<file path="src/rtl/wm_panel_unit.sv">
`timescale 1ns/1ps
// Washing-machine front panel: 1 Hz / scan tick strobes, wash-model selector and
// 4-digit 7-segment scanner. Define WATER_DISPLAY_EN to show water level and model on digits 3:2.
module wm_panel_unit #(
  parameter int DIV_1HZ  = 100_000_000,
  parameter int DIV_SCAN = 10_000
) (
  input  logic       clk,
  input  logic       reset,
  input  logic       power_on,
  input  logic [1:0] run_state,
  input  logic       finish,
  input  logic       model_choose,
  input  logic [6:0] current_time,
  input  logic [6:0] total_time,
  input  logic [2:0] current_water,
  output logic [2:0] current_model,
  output logic       tick_1hz,
  output logic       tick_scan,
  output logic [7:0] digit_show,
  output logic [3:0] AN
);

  localparam int W1 = (DIV_1HZ > 1) ? $clog2(DIV_1HZ) : 1;
  localparam int WS = (DIV_SCAN > 1) ? $clog2(DIV_SCAN) : 1;
  localparam logic [W1-1:0] LAST_1HZ  = W1'(DIV_1HZ - 1);
  localparam logic [WS-1:0] LAST_SCAN = WS'(DIV_SCAN - 1);

  logic [W1-1:0] cnt_1hz;
  logic [WS-1:0] cnt_scan;

  // Strobes are registered, so each lands exactly DIV cycles after reset release.
  always_ff @(posedge clk or posedge reset) begin
    if (reset) begin
      cnt_1hz  <= '0;
      tick_1hz <= 1'b0;
    end else if (cnt_1hz == LAST_1HZ) begin
      cnt_1hz  <= '0;
      tick_1hz <= 1'b1;
    end else begin
      cnt_1hz  <= cnt_1hz + W1'(1);
      tick_1hz <= 1'b0;
    end
  end

  always_ff @(posedge clk or posedge reset) begin
    if (reset) begin
      cnt_scan  <= '0;
      tick_scan <= 1'b0;
    end else if (cnt_scan == LAST_SCAN) begin
      cnt_scan  <= '0;
      tick_scan <= 1'b1;
    end else begin
      cnt_scan  <= cnt_scan + WS'(1);
      tick_scan <= 1'b0;
    end
  end

  logic btn_s1, btn_s2, btn_q;
  logic btn_rise;
  assign btn_rise = btn_s2 & ~btn_q;

  always_ff @(posedge clk or posedge reset) begin
    if (reset) begin
      btn_s1        <= 1'b0;
      btn_s2        <= 1'b0;
      btn_q         <= 1'b0;
      current_model <= 3'd0;
    end else begin
      btn_s1 <= model_choose;
      btn_s2 <= btn_s1;
      btn_q  <= btn_s2;
      if (!power_on)
        current_model <= 3'd0;
      else if (btn_rise && run_state == 2'b00 && !finish)
        current_model <= (current_model == 3'd5) ? 3'd0 : current_model + 3'd1;
    end
  end

  function automatic logic [6:0] clamp99(input logic [6:0] t);
    return (t > 7'd99) ? 7'd99 : t;
  endfunction

  function automatic logic [7:0] seg_code(input logic [3:0] d);
    case (d)
      4'd0:    return 8'hC0;
      4'd1:    return 8'hF9;
      4'd2:    return 8'hA4;
      4'd3:    return 8'hB0;
      4'd4:    return 8'h99;
      4'd5:    return 8'h92;
      4'd6:    return 8'h82;
      4'd7:    return 8'hF8;
      4'd8:    return 8'h80;
      4'd9:    return 8'h90;
      default: return 8'hFF;
    endcase
  endfunction

  logic [6:0] cur_c;
  logic [3:0] dig_hi, dig_lo, cur_digit;
  logic [1:0] idx;
  assign cur_c = clamp99(current_time);

`ifdef WATER_DISPLAY_EN
  logic unused_total;
  assign unused_total = ^total_time;
  assign dig_hi = {1'b0, current_water};
  assign dig_lo = {1'b0, current_model} + 4'd1;
`else
  logic [6:0] tot_c;
  logic       unused_water;
  assign unused_water = ^current_water;
  assign tot_c  = clamp99(total_time);
  assign dig_hi = 4'(tot_c / 7'd10);
  assign dig_lo = 4'(tot_c % 7'd10);
`endif

  always_comb begin
    cur_digit = 4'd0;
    case (idx)
      2'd0: cur_digit = 4'(cur_c % 7'd10);
      2'd1: cur_digit = 4'(cur_c / 7'd10);
      2'd2: cur_digit = dig_lo;
      2'd3: cur_digit = dig_hi;
      default: cur_digit = 4'd0;
    endcase
  end

  // Index keeps stepping while unpowered, so scanning resumes in phase with the tick.
  always_ff @(posedge clk or posedge reset) begin
    if (reset) begin
      idx        <= 2'd0;
      AN         <= 4'hF;
      digit_show <= 8'hFF;
    end else begin
      if (tick_scan)
        idx <= idx + 2'd1;
      if (!power_on) begin
        AN         <= 4'hF;
        digit_show <= 8'hFF;
      end else if (tick_scan) begin
        AN         <= ~(4'b0001 << idx);
        digit_show <= seg_code(cur_digit);
      end
    end
  end

endmodule

</file>
<file path="config.mk">
export PLATFORM = sky130hd
export DESIGN_NAME = wm_panel_unit
export DESIGN_NICKNAME = d
export VERILOG_FILES = /design/src/rtl/wm_panel_unit.sv
export SDC_FILE = /design/constraint.sdc
export NUM_CORES = 1
export LEC_CHECK = 0
export ABC_AREA = 1
export CAP_MARGIN = 10
export CELL_PAD_IN_SITES_DETAIL_PLACEMENT = 1
export CELL_PAD_IN_SITES_GLOBAL_PLACEMENT = 1
export CORE_MARGIN = 2
export CORE_UTILIZATION = 43
export CTS_BUF_LIST = sky130_fd_sc_hd__clkbuf_4
export CTS_CLUSTER_DIAMETER = 60
export DETAILED_ROUTE_END_ITERATION = 8
export PLACE_DENSITY_LB_ADDON = 0.1
export SLEW_MARGIN = 30
export SYNTH_ARGS = -nofsm -noshare
export SYNTH_HDL_FRONTEND = slang
export SYNTH_SLANG_ARGS = --single-unit
</file>
<file path="constraint.sdc">
create_clock -name clk -period 4.34 [get_ports clk]
set_clock_uncertainty 0.05 [all_clocks]
set_input_delay 0.868 -clock clk [delete_from_list [all_inputs] [get_ports clk]]
set_output_delay 0.868 -clock clk [all_outputs]
set_load 0.01 [all_outputs]
</file>
==> flow_summary_export.csv <==
group,metric,value,unit
sta,drv_slew,0,
yosys,synth.net_count,582,
hold_path,hold_depth,0,
floorplanning,die-height,101.0,um
yosys,synth_top_area_share,31.57,%
yosys,yosys.area.top_type,"dfrtp_1",
yosys,syn-instance-count,544,
yosys,ys_top_cells_by_area,"dfrtp_1, nand2_1, inv_1, dfstp_2, nor2_1",
sta,setup_viol,0,
grt,antenna_found_initial,0,
yosys,synth_edf_count,0,
power,leakagePower,0.002305,uW
drt,wl,9467,um
drt,routed_via_density,5.104,
floorplanning,row_count,35,
hold_path,hold_end,"btn_s2",
yosys,synth_seq_cells,62,
worst_setup_path,crit_type,"in2reg",
yosys,ys.flop_type,"dfrtp_1",
worst_setup_path,crit_fanout,4,
run,maxCapViolCount,0,
yosys,syn_area,4043,um^2
yosys,yosysSeqAreaShare,38.72,%
drt,route.met2.wl,4892,um
drt,vias,3619,
worst_setup_path,critPathBufInv,6,
clock_network,clkTransAtPathRegs,0.12,ns
sta,hold_viol_final,0,
sta,finalWorstSetupSlack,0.3970,ns
yosys,ys_types,50,
sta,grt_setup_unrepaired,"no",
grt,grt_util_all_layers,20.19,%
worst_setup_path,arrival,4.25,ns
worst_setup_path,end_kind,"flop",
clock_network,insertion_delay,0.40,ns
clock_network,cts.path.max_buffers,2,
sta,slew-limit-headroom,61.64,%
worst_setup_path,worstPathRequired,4.65,ns
yosys,ys_warn_count,0,
grt,grt_max_degree,46,
yosys,syn_avg_cell_area,7.431,um^2
drt,top_layer_used,"met4",
cells_and_area,antennaDiodeCount,0,
cells_and_area,drive_gt1_share,15.72,%
drt,met3_length,267,um
placement,pre_cts_slack,-0.08174,ns
grt,grt_pass1_wl,16600,um
clock_network,post_cts_buffers,0,
clock_network,tritoncts,"done",
worst_setup_path,crit_top_cell,"nand2_1",
drt,wl_met1,4211,um
power,fin_total_pwr,1332,uW
hold_path,worstHoldPathType,"reg2reg",
floorplanning,dieArea,10190,um^2
yosys,synth_common_cells,"nand2_1, inv_1, nor2_1, dfrtp_1, nand3_1",
yosys,yosysMostFrequentCell,"nand2_1",
floorplanning,initial_core_util,43.96,%
drt,wire_per_inst,13.35,um
worst_setup_path,ff2ff_path_depth,28,
placement,dpl.hpwl,7562,um
sta,period_minus_slack,3.943,ns
worst_setup_path,cp_top_family,"simple AND/OR/NAND/NOR gates",
worst_setup_path,max_stage_delay,0.44,ns
clock_network,clockRootBuffer,"clkbuf_4",
run_status,status,"finished clean",
cells_and_area,area_growth,17.64,%
hold_path,hp-start,"btn_s1",
cells_and_area,final_util,51.71,%
worst_setup_path,ff2ff_setup_slack,0.57,ns
worst_setup_path,reg2reg_from,"idx[0]",
grt,globalRouteOverflowTotal,0,
clock_network,numCtsBuffers,9,
placement,globalplace.congestion,0.8861,
cells_and_area,nNetsFinal,631,
placement,place_inst,693,
sta,fin_setup_tns,0,ns
floorplanning,ios,41,
clock_network,htreeDepth,3,
clock_network,cts_sinks,62,
sta,tightest_slew,0.5754,ns
worst_setup_path,r2r_end,"digit_show[1]",
power,peakVddDrop,161.3,uV
drt,final_antenna_net_count,0,
sta,fmax,253.6,MHz
yosys,synthArstFlopShare,100.0,%
drt,drc,0,
worst_setup_path,cp-start-kind,"input port",
grt,grt_pass1_vias,3744,
power,p_per_area,280.1,nW/um^2
worst_setup_path,slowest_stage,"clkdlybuf4s50_1",
drt,drt_first_pass_iters,4,
sta,period_share,90.85,%
floorplanning,core-area,9196,um^2
floorplanning,chipWidth,101.0,um
drt,first_iter_violations,62,
cells_and_area,stdcell_count,709,
placement,port_buffers,36,
## layout make-up
class                           instances  area, um^2
Fill cell                            1173        4441
Multi-Input combinational cell        375        2068
Sequential cell                        62        1565
Timing Repair Buffer                   42       405.4
Inverter                              103       394.1
Tap cell                              111       138.9
Clock inverter                          6       108.9
Clock buffer                           10       75.07
## layer usage
| metal | track usage, % | vias to the layer above |
|---|---|---|
| met5 | 0 | - |
| met4 | 4.678 | 0 |
| met3 | 4.092 | 10 |
| met2 | 37.23 | 34 |
| met1 | 24.08 | 1739 |
| li1 | - | 1836 |
## state kept, by name, indices dropped and copies added, names as in the netlist
| name | cells |
|---|---|
| cnt_1hz | 27 |
| cnt_scan | 14 |
| digit_show | 7 |
| AN | 4 |
| current_model | 3 |
| idx | 2 |
| btn_q | 1 |
| btn_s1 | 1 |
| btn_s2 | 1 |
| tick_1hz | 1 |
| tick_scan | 1 |
## power by group
group / leakage [uW] / switching [uW] / total [uW] / internal [uW]
clock network: 0.000101 / 223 / 522 / 299
logic: 0.00141 / 146 / 230 / 83.3
registers: 0.000792 / 1.04 / 581 / 580
total: 0.00231 / 370 / 1330 / 962
## cells in the final DEF, fill, tap and decap left out, types with 2 or more instances in the layout
master,instances
nand4_2,2
o21ai_1,4
nand4_1,13
inv_4,3
and2_1,2
dfrtp_1,51
nor3b_1,5
clkdlybuf4s50_1,36
a211oi_1,2
or2_2,2
clkbuf_4,10
inv_1,87
xor2_1,14
nor3_2,6
nand3_2,9
buf_4,6
o21a_2,2
bufinv_16,3
ha_1,14
nand3b_1,2
a21oi_1,13
nor4_1,5
nand2_2,13
o21ai_0,29
dfstp_2,11
nor2_2,7
a21o_1,2
nand2_1,101
nor3_1,11
nand3_1,32
nor2_1,67
clkinv_2,2
inv_2,13
## cells by family (layout without fill, tap and decap cells)
logic type	count (synthesis)	count (layout)	share of synthesized area (%)
xor+xnor	15	15	3.250
flops	62	62	38.72
simple gates	281	281	33.86
other cells	1	1	0.09276
buf+inv	107	161	10.24
compound gates	64	64	9.502
fa+ha+maj	14	14	4.333
## how the worst max path moves through the flow
stage	startpoint	end	slack, ns	cells after the start
6_report	total_time[3]	digit_show[1]	0.40	30
5_1_grt	total_time[5]	digit_show[3]	0.03	25
4_1_cts	total_time[3]	digit_show[1]	0.36	30
3_5_place_dp	total_time[3]	digit_show[1]	-0.08	30
3_3_place_gp	total_time[5]	digit_show[1]	0.08	28
2_1_floorplan	total_time[3]	digit_show[3]	0.82	27
## stage by stage
| stage | cell area [um^2] | hold slack [ns] |
|---|---|---|
| final | 4756 | 0.3394 |
| after global routing | 4756 | 0.3463 |
| after CTS | 4751 | 0.3512 |
| after detailed placement | 4567 | 0.3246 |
| after global placement | 4567 | 0.2851 |
| after floorplan | 4043 | 0.2812 |
## timing repair
item / in CTS / in global routing
hold buffers: 0 / 0
setup endpoints to repair: 0 / 2
resized for setup: 0 / 1
(Power assumes the default switching activity.)
